[src/rtl/tile_arbiter.sv]
`default_nettype none
// ----------------------------------------------------------------------------
// tile_arbiter: round-robin arbiter giving three clients access to one tile-table port
// Rev 1.0
// ----------------------------------------------------------------------------
module tile_arbiter #(
  parameter int COLS = 40,
  parameter int ROWS = 30
) (
  input  logic        px_clk,
  input  logic        rst,
  input  logic [2:0]  req,
  input  logic [2:0]  we,
  input  logic [17:0] req_x,
  input  logic [17:0] req_y,
  input  logic [23:0] req_data,
  output logic [2:0]  ack,
  output logic [2:0]  err,
  output logic [7:0]  rdata,
  output logic [5:0]  posx,
  output logic [5:0]  posy,
  output logic [7:0]  sprite,
  output logic        update,
  output logic        get,
  input  logic [7:0]  read_sprite,
  input  logic        busy
);

  localparam logic [2:0] S_IDLE  = 3'd0;
  localparam logic [2:0] S_CHECK = 3'd1;
  localparam logic [2:0] S_ISSUE = 3'd2;
  localparam logic [2:0] S_WAIT  = 3'd3;
  localparam logic [2:0] S_DONE  = 3'd4;

  localparam logic [6:0] COLS_W = 7'(COLS);
  localparam logic [6:0] ROWS_W = 7'(ROWS);

  function automatic logic [1:0] inc3(input logic [1:0] v);
    return (v == 2'd2) ? 2'd0 : v + 2'd1;
  endfunction

  logic [2:0] state_q, state_d;
  logic [1:0] ptr_q, ptr_d;
  logic [1:0] gnt_q, gnt_d;
  logic       we_q, we_d;
  logic [5:0] x_q, x_d;
  logic [5:0] y_q, y_d;
  logic [7:0] data_q, data_d;
  logic [5:0] posx_q, posx_d;
  logic [5:0] posy_q, posy_d;
  logic [7:0] sprite_q, sprite_d;
  logic [7:0] rdata_q, rdata_d;
  logic       upd_q, upd_d;
  logic       get_q, get_d;

  logic [5:0] xs [3];
  logic [5:0] ys [3];
  logic [7:0] ds [3];

  for (genvar i = 0; i < 3; i++) begin : g_unpack
    assign xs[i] = req_x[6*i +: 6];
    assign ys[i] = req_y[6*i +: 6];
    assign ds[i] = req_data[8*i +: 8];
  end

  logic [1:0] idx0, idx1, idx2;
  logic [1:0] pick;
  logic       oob;
  logic [2:0] gnt_onehot;

  assign idx0 = ptr_q;
  assign idx1 = inc3(ptr_q);
  assign idx2 = inc3(idx1);

  // Later assignments win, so idx0 (the ptr slot) has top priority.
  always_comb begin
    pick = idx0;
    if (req[idx2]) pick = idx2;
    if (req[idx1]) pick = idx1;
    if (req[idx0]) pick = idx0;
  end

  assign oob        = ({1'b0, x_q} >= COLS_W) || ({1'b0, y_q} >= ROWS_W);
  assign gnt_onehot = 3'b001 << gnt_q;

  always_comb begin
    state_d  = state_q;
    ptr_d    = ptr_q;
    gnt_d    = gnt_q;
    we_d     = we_q;
    x_d      = x_q;
    y_d      = y_q;
    data_d   = data_q;
    posx_d   = posx_q;
    posy_d   = posy_q;
    sprite_d = sprite_q;
    rdata_d  = rdata_q;
    upd_d    = 1'b0;
    get_d    = 1'b0;
    case (state_q)
      S_IDLE: begin
        if (|req) begin
          gnt_d   = pick;
          we_d    = we[pick];
          x_d     = xs[pick];
          y_d     = ys[pick];
          data_d  = ds[pick];
          state_d = S_CHECK;
        end
      end
      S_CHECK: state_d = oob ? S_IDLE : S_ISSUE;
      S_ISSUE: begin
        if (!busy) begin
          posx_d = x_q;
          posy_d = y_q;
          if (we_q) sprite_d = data_q;
          upd_d   = we_q;
          get_d   = !we_q;
          state_d = S_WAIT;
        end
      end
      S_WAIT: begin
        if (!busy) begin
          if (!we_q) rdata_d = read_sprite;
          state_d = S_DONE;
        end
      end
      S_DONE: begin
        ptr_d   = inc3(gnt_q);
        state_d = S_IDLE;
      end
      default: state_d = S_IDLE;
    endcase
  end

  always_ff @(posedge px_clk) begin
    if (rst) begin
      state_q  <= S_IDLE;
      ptr_q    <= 2'd0;
      gnt_q    <= 2'd0;
      we_q     <= 1'b0;
      x_q      <= 6'd0;
      y_q      <= 6'd0;
      data_q   <= 8'd0;
      posx_q   <= 6'd0;
      posy_q   <= 6'd0;
      sprite_q <= 8'd0;
      rdata_q  <= 8'd0;
      upd_q    <= 1'b0;
      get_q    <= 1'b0;
    end else begin
      state_q  <= state_d;
      ptr_q    <= ptr_d;
      gnt_q    <= gnt_d;
      we_q     <= we_d;
      x_q      <= x_d;
      y_q      <= y_d;
      data_q   <= data_d;
      posx_q   <= posx_d;
      posy_q   <= posy_d;
      sprite_q <= sprite_d;
      rdata_q  <= rdata_d;
      upd_q    <= upd_d;
      get_q    <= get_d;
    end
  end

  // Outputs are forced low combinationally so nothing leaks during the reset cycle itself.
  assign ack    = (state_q == S_DONE && !rst) ? gnt_onehot : 3'b000;
  assign err    = (state_q == S_CHECK && oob && !rst) ? gnt_onehot : 3'b000;
  assign update = upd_q & ~rst;
  assign get    = get_q & ~rst;
  assign rdata  = rst ? 8'd0 : rdata_q;
  assign posx   = rst ? 6'd0 : posx_q;
  assign posy   = rst ? 6'd0 : posy_q;
  assign sprite = rst ? 8'd0 : sprite_q;

endmodule
`default_nettype wire

[config.mk]
export PLATFORM = sky130hd
export DESIGN_NAME = tile_arbiter
export DESIGN_NICKNAME = d
export VERILOG_FILES = /design/src/rtl/tile_arbiter.sv
export SDC_FILE = /design/constraint.sdc
export NUM_CORES = 1
export LEC_CHECK = 0
export ABC_AREA = 1
export CORE_ASPECT_RATIO = 0.9
export CORE_UTILIZATION = 42
export DETAILED_ROUTE_END_ITERATION = 7
export PLACE_DENSITY = 0.78
export SLEW_MARGIN = 30
export SYNTH_ARGS = -nofsm -noshare
export SYNTH_HDL_FRONTEND = slang
export SYNTH_SLANG_ARGS = --single-unit
[constraint.sdc]
create_clock -name px_clk -period 1.43 [get_ports px_clk]
set_input_delay 0.286 -clock px_clk [delete_from_list [all_inputs] [get_ports px_clk]]
set_output_delay 0.286 -clock px_clk [all_outputs]
set_load 0.02 [all_outputs]
==> results.toml <==
[pwr]
ir_worst_vdd_mv = 0.536
leakage_nw = 2.68
p_per_area_mw_per_mm2 = 972
total_power_mw = 5.39

[status]
violations = "negative setup slack"
status = "finished with violations"

[floorplan]
top_level_ports = 113
fp.dieW_um = 96.0
die_h_um = 86.6
row_count = 30
floorplan.initialDensity_pct = 43.8
core_area_sq_mm = 0.00762
dieArea_sq_mm = 0.00831

[cells_and_area]
final_nets = 795
fin_cells = 817
final_area_sq_mm = 0.00555
syn2layout_area_growth_pct = 66.3
final_layout_size_suffix_gt1_share_pct = 29.7
n_antenna_cell = 0

[routing]
first_iter_violations = 246
routed_via_density = 5.17
drc = 0
wirelength_mm = 11.9
firstDrtPassIters = 5
vias = 4225
wl_per_cell_um = 14.5
ant_nets = 0

[sta]
finalHoldViolCount = 0
rsz0062_at_grt = "yes"
fmax_mhz = 544
hold-worst-slack_ps = 444
setup_ws_ps = -409
finalWorstPathRequiredPeriod_ps = 1840
fin_crit_sh_pct = 129
relSlewSlack_pct = 73.3
slew_violations = 0
worst_slew_pin_slew_ps = 399
setup_viol = 46
fin_skew_ps = 6.02

[run]
cap_violations = 0

[worst_setup_path]
path_cells = "inv_4 -> nand3b_1 -> nand3_2 -> nand2_2 -> nand3_2 -> nand2_4 -> nand2_8 -> buf_6 -> nand3_1 -> nand2_1 -> nor2_1 -> nor2_1 -> nor2_1"
cp.required_ps = 1700
slowest_delay_ps = 420
cp_max_fo = 7
critPathSlowestCell = "dfxtp_4"
cp-end-kind = "register"
startpoint_type = "register"
arrival_ps = 2110
cp_top_family = "simple AND/OR/NAND/NOR gates"
crit_type = "register to register"
crit_path_frequent_cell = "nor2_1"
critPathBufInv = 2

[grt]
grt_pass1_vias = 3937
antenna_found_initial = 0
grt_pass1_wl_mm = 17.8
grt-ovfl-total = 0
gr-usage-all-layers_pct = 28.0
grt_start_max_net_pins = 52

[synthesis]
synthFlopType = "dfxtp_1"
yosysUniqueCellTypes = 25
synth-async-reset-ratio_pct = 0
ys_seq_area_share_pct = 34.8
syn_avg_cell_area_sq_um = 6.03
synth_fp_nets = 630
ys_ff_latch = 58
synth_cells = 553
yosysWarnings = 0
synth_edf_count = 0
syn-cell-area_sq_mm = 0.00334

[cts]
cts_buffer_depth = 2
clock_latency_ps = 340
clock_sinks = 58
clk_pin_slew_worst_paths_ps = 60
cts_buffers = 9
cts-root-buf = "clkbuf_8"
htreeDepth = 3
cts_tree = "built"

[place]
gp_congestion = 0.926
dpl_cell_area_sq_mm = 0.00489
dp_hpwl_mm = 7.51
io_buffers = 112
dp.cells = 784

[min_path]
hp-class = "input pin to register"
[metrics by stage]
| stage | setup slack (ps) | TNS [ps] | utilization [%] |
|---|---|---|---|
| floorplan | -70.7 | -1450 | - |
| global placement | -589 | -24120 | 64.1 |
| detailed placement | -665 | -27050 | 64.1 |
| CTS | -292 | -8190 | 70.8 |
| global route | -507 | -14960 | 72.8 |
| finish | -409 | -10560 | 72.8 |
[what timing repair did]
| item | CTS | global route |
|---|---|---|
| hold buffers | 0 | 0 |
| gates resized for setup | 150 | 105 |
| endpoints found under the setup margin | 91 | 89 |
| buffers inserted | 7 | 4 |
| pin swaps | 12 | 15 |
| cloned | 4 | 4 |
[report_power, final]
| part | total [mW] | internal, mW | switching, mW |
|---|---|---|---|
| combinational | 1.97 | 0.899 | 1.07 |
| sequential | 1.93 | 1.80 | 0.127 |
| clock | 1.50 | 0.873 | 0.624 |
| total | 5.39 | 3.58 | 1.82 |
[worst min-delay path: stages]
cell	delay, ps
buf_2	130
buf_4	160
o21ai_1	60
o21ai_0	60
inv_1	40
[sequential cells by signal (all words and copies together) (netlist names)]
signal,flops
data_q,8
rdata_q,8
sprite_q,8
posx_q,6
posy_q,6
x_q,6
y_q,6
state_q,3
gnt_q,2
idx0,2
get_q,1
upd_q,1
we_q,1
[worst paths after layout]
| check | startpoint | to | slack (ps) | cells after the start |
|---|---|---|---|---|
| min reg2reg | sprite_q[4] | sprite_q[4] | 450 | 2 |
| max reg2reg | idx0[1] | x_q[5] | -410 | 13 |
| min | rst | posy_q[5] | 440 | 5 |
| max | idx0[1] | x_q[5] | -410 | 13 |
[cells in the mapped netlist, types with 3 or more instances]
library cell | number | area, sq um
nor2_1 | 123 | 462
inv_1 | 97 | 364
nand2_1 | 75 | 282
dfxtp_1 | 58 | 1160
o21ai_0 | 48 | 240
a21oi_1 | 40 | 200
nand3_1 | 30 | 150
nand4_1 | 23 | 144
clkbuf_1 | 15 | 56.3
nor3_1 | 9 | 45.0
buf_4 | 7 | 52.6
buf_2 | 6 | 30.0
buf_1 | 5 | 18.8
or2_2 | 3 | 18.8
[cells by family (layout without fill, tap and decap cells)]
family                 Yosys count  in the layout  share of synthesized area (%)
AOI/OAI and AO/OA               93             93                           14.5
buffers and inverters          134            300                           16.3
and+or+nand+nor                268            270                           34.4
DFF                             58             58                           34.8
[cell type report]
type	count	area, sq um
clock buffers	11	151
clock inverters	3	40.0
fillers	558	2070
inverters	100	380
multi-input cells	363	2000
flip-flops and latches	58	1180
well taps	96	120
repair buffers	185	1660
repair inverters	1	7.51
[layer usage]
metal	vias up	global-route usage (%)	part of all wire, %
li1	2059	-	-
met1	1917	35.1	42
met2	221	46.6	48
met3	28	6.75	7.9
met4	0	10.2	1.9
met5	-	0	0
[cell usage in the layout (no fill, tap or decap), types with 6 or more instances in the layout]
| cell type | netlist | routed |
|---|---|---|
| a21oi_1 | 40 | 21 |
| a21oi_2 | 0 | 18 |
| buf_4 | 7 | 61 |
| buf_6 | 1 | 10 |
| clkbuf_2 | 0 | 23 |
| clkbuf_8 | 0 | 11 |
| clkdlybuf4s15_1 | 0 | 6 |
| clkdlybuf4s50_1 | 0 | 72 |
| dfxtp_1 | 58 | 50 |
| inv_1 | 97 | 88 |
| inv_2 | 2 | 9 |
| nand2_1 | 75 | 63 |
| nand2_2 | 2 | 11 |
| nand3_1 | 30 | 19 |
| nand3_2 | 0 | 9 |
| nand4_1 | 23 | 23 |
| nor2_1 | 123 | 107 |
| nor2_2 | 1 | 10 |
| nor2_4 | 0 | 8 |
| o21ai_0 | 48 | 29 |
| o21ai_1 | 0 | 18 |
Note: power is estimated with default switching activity, not from simulation.
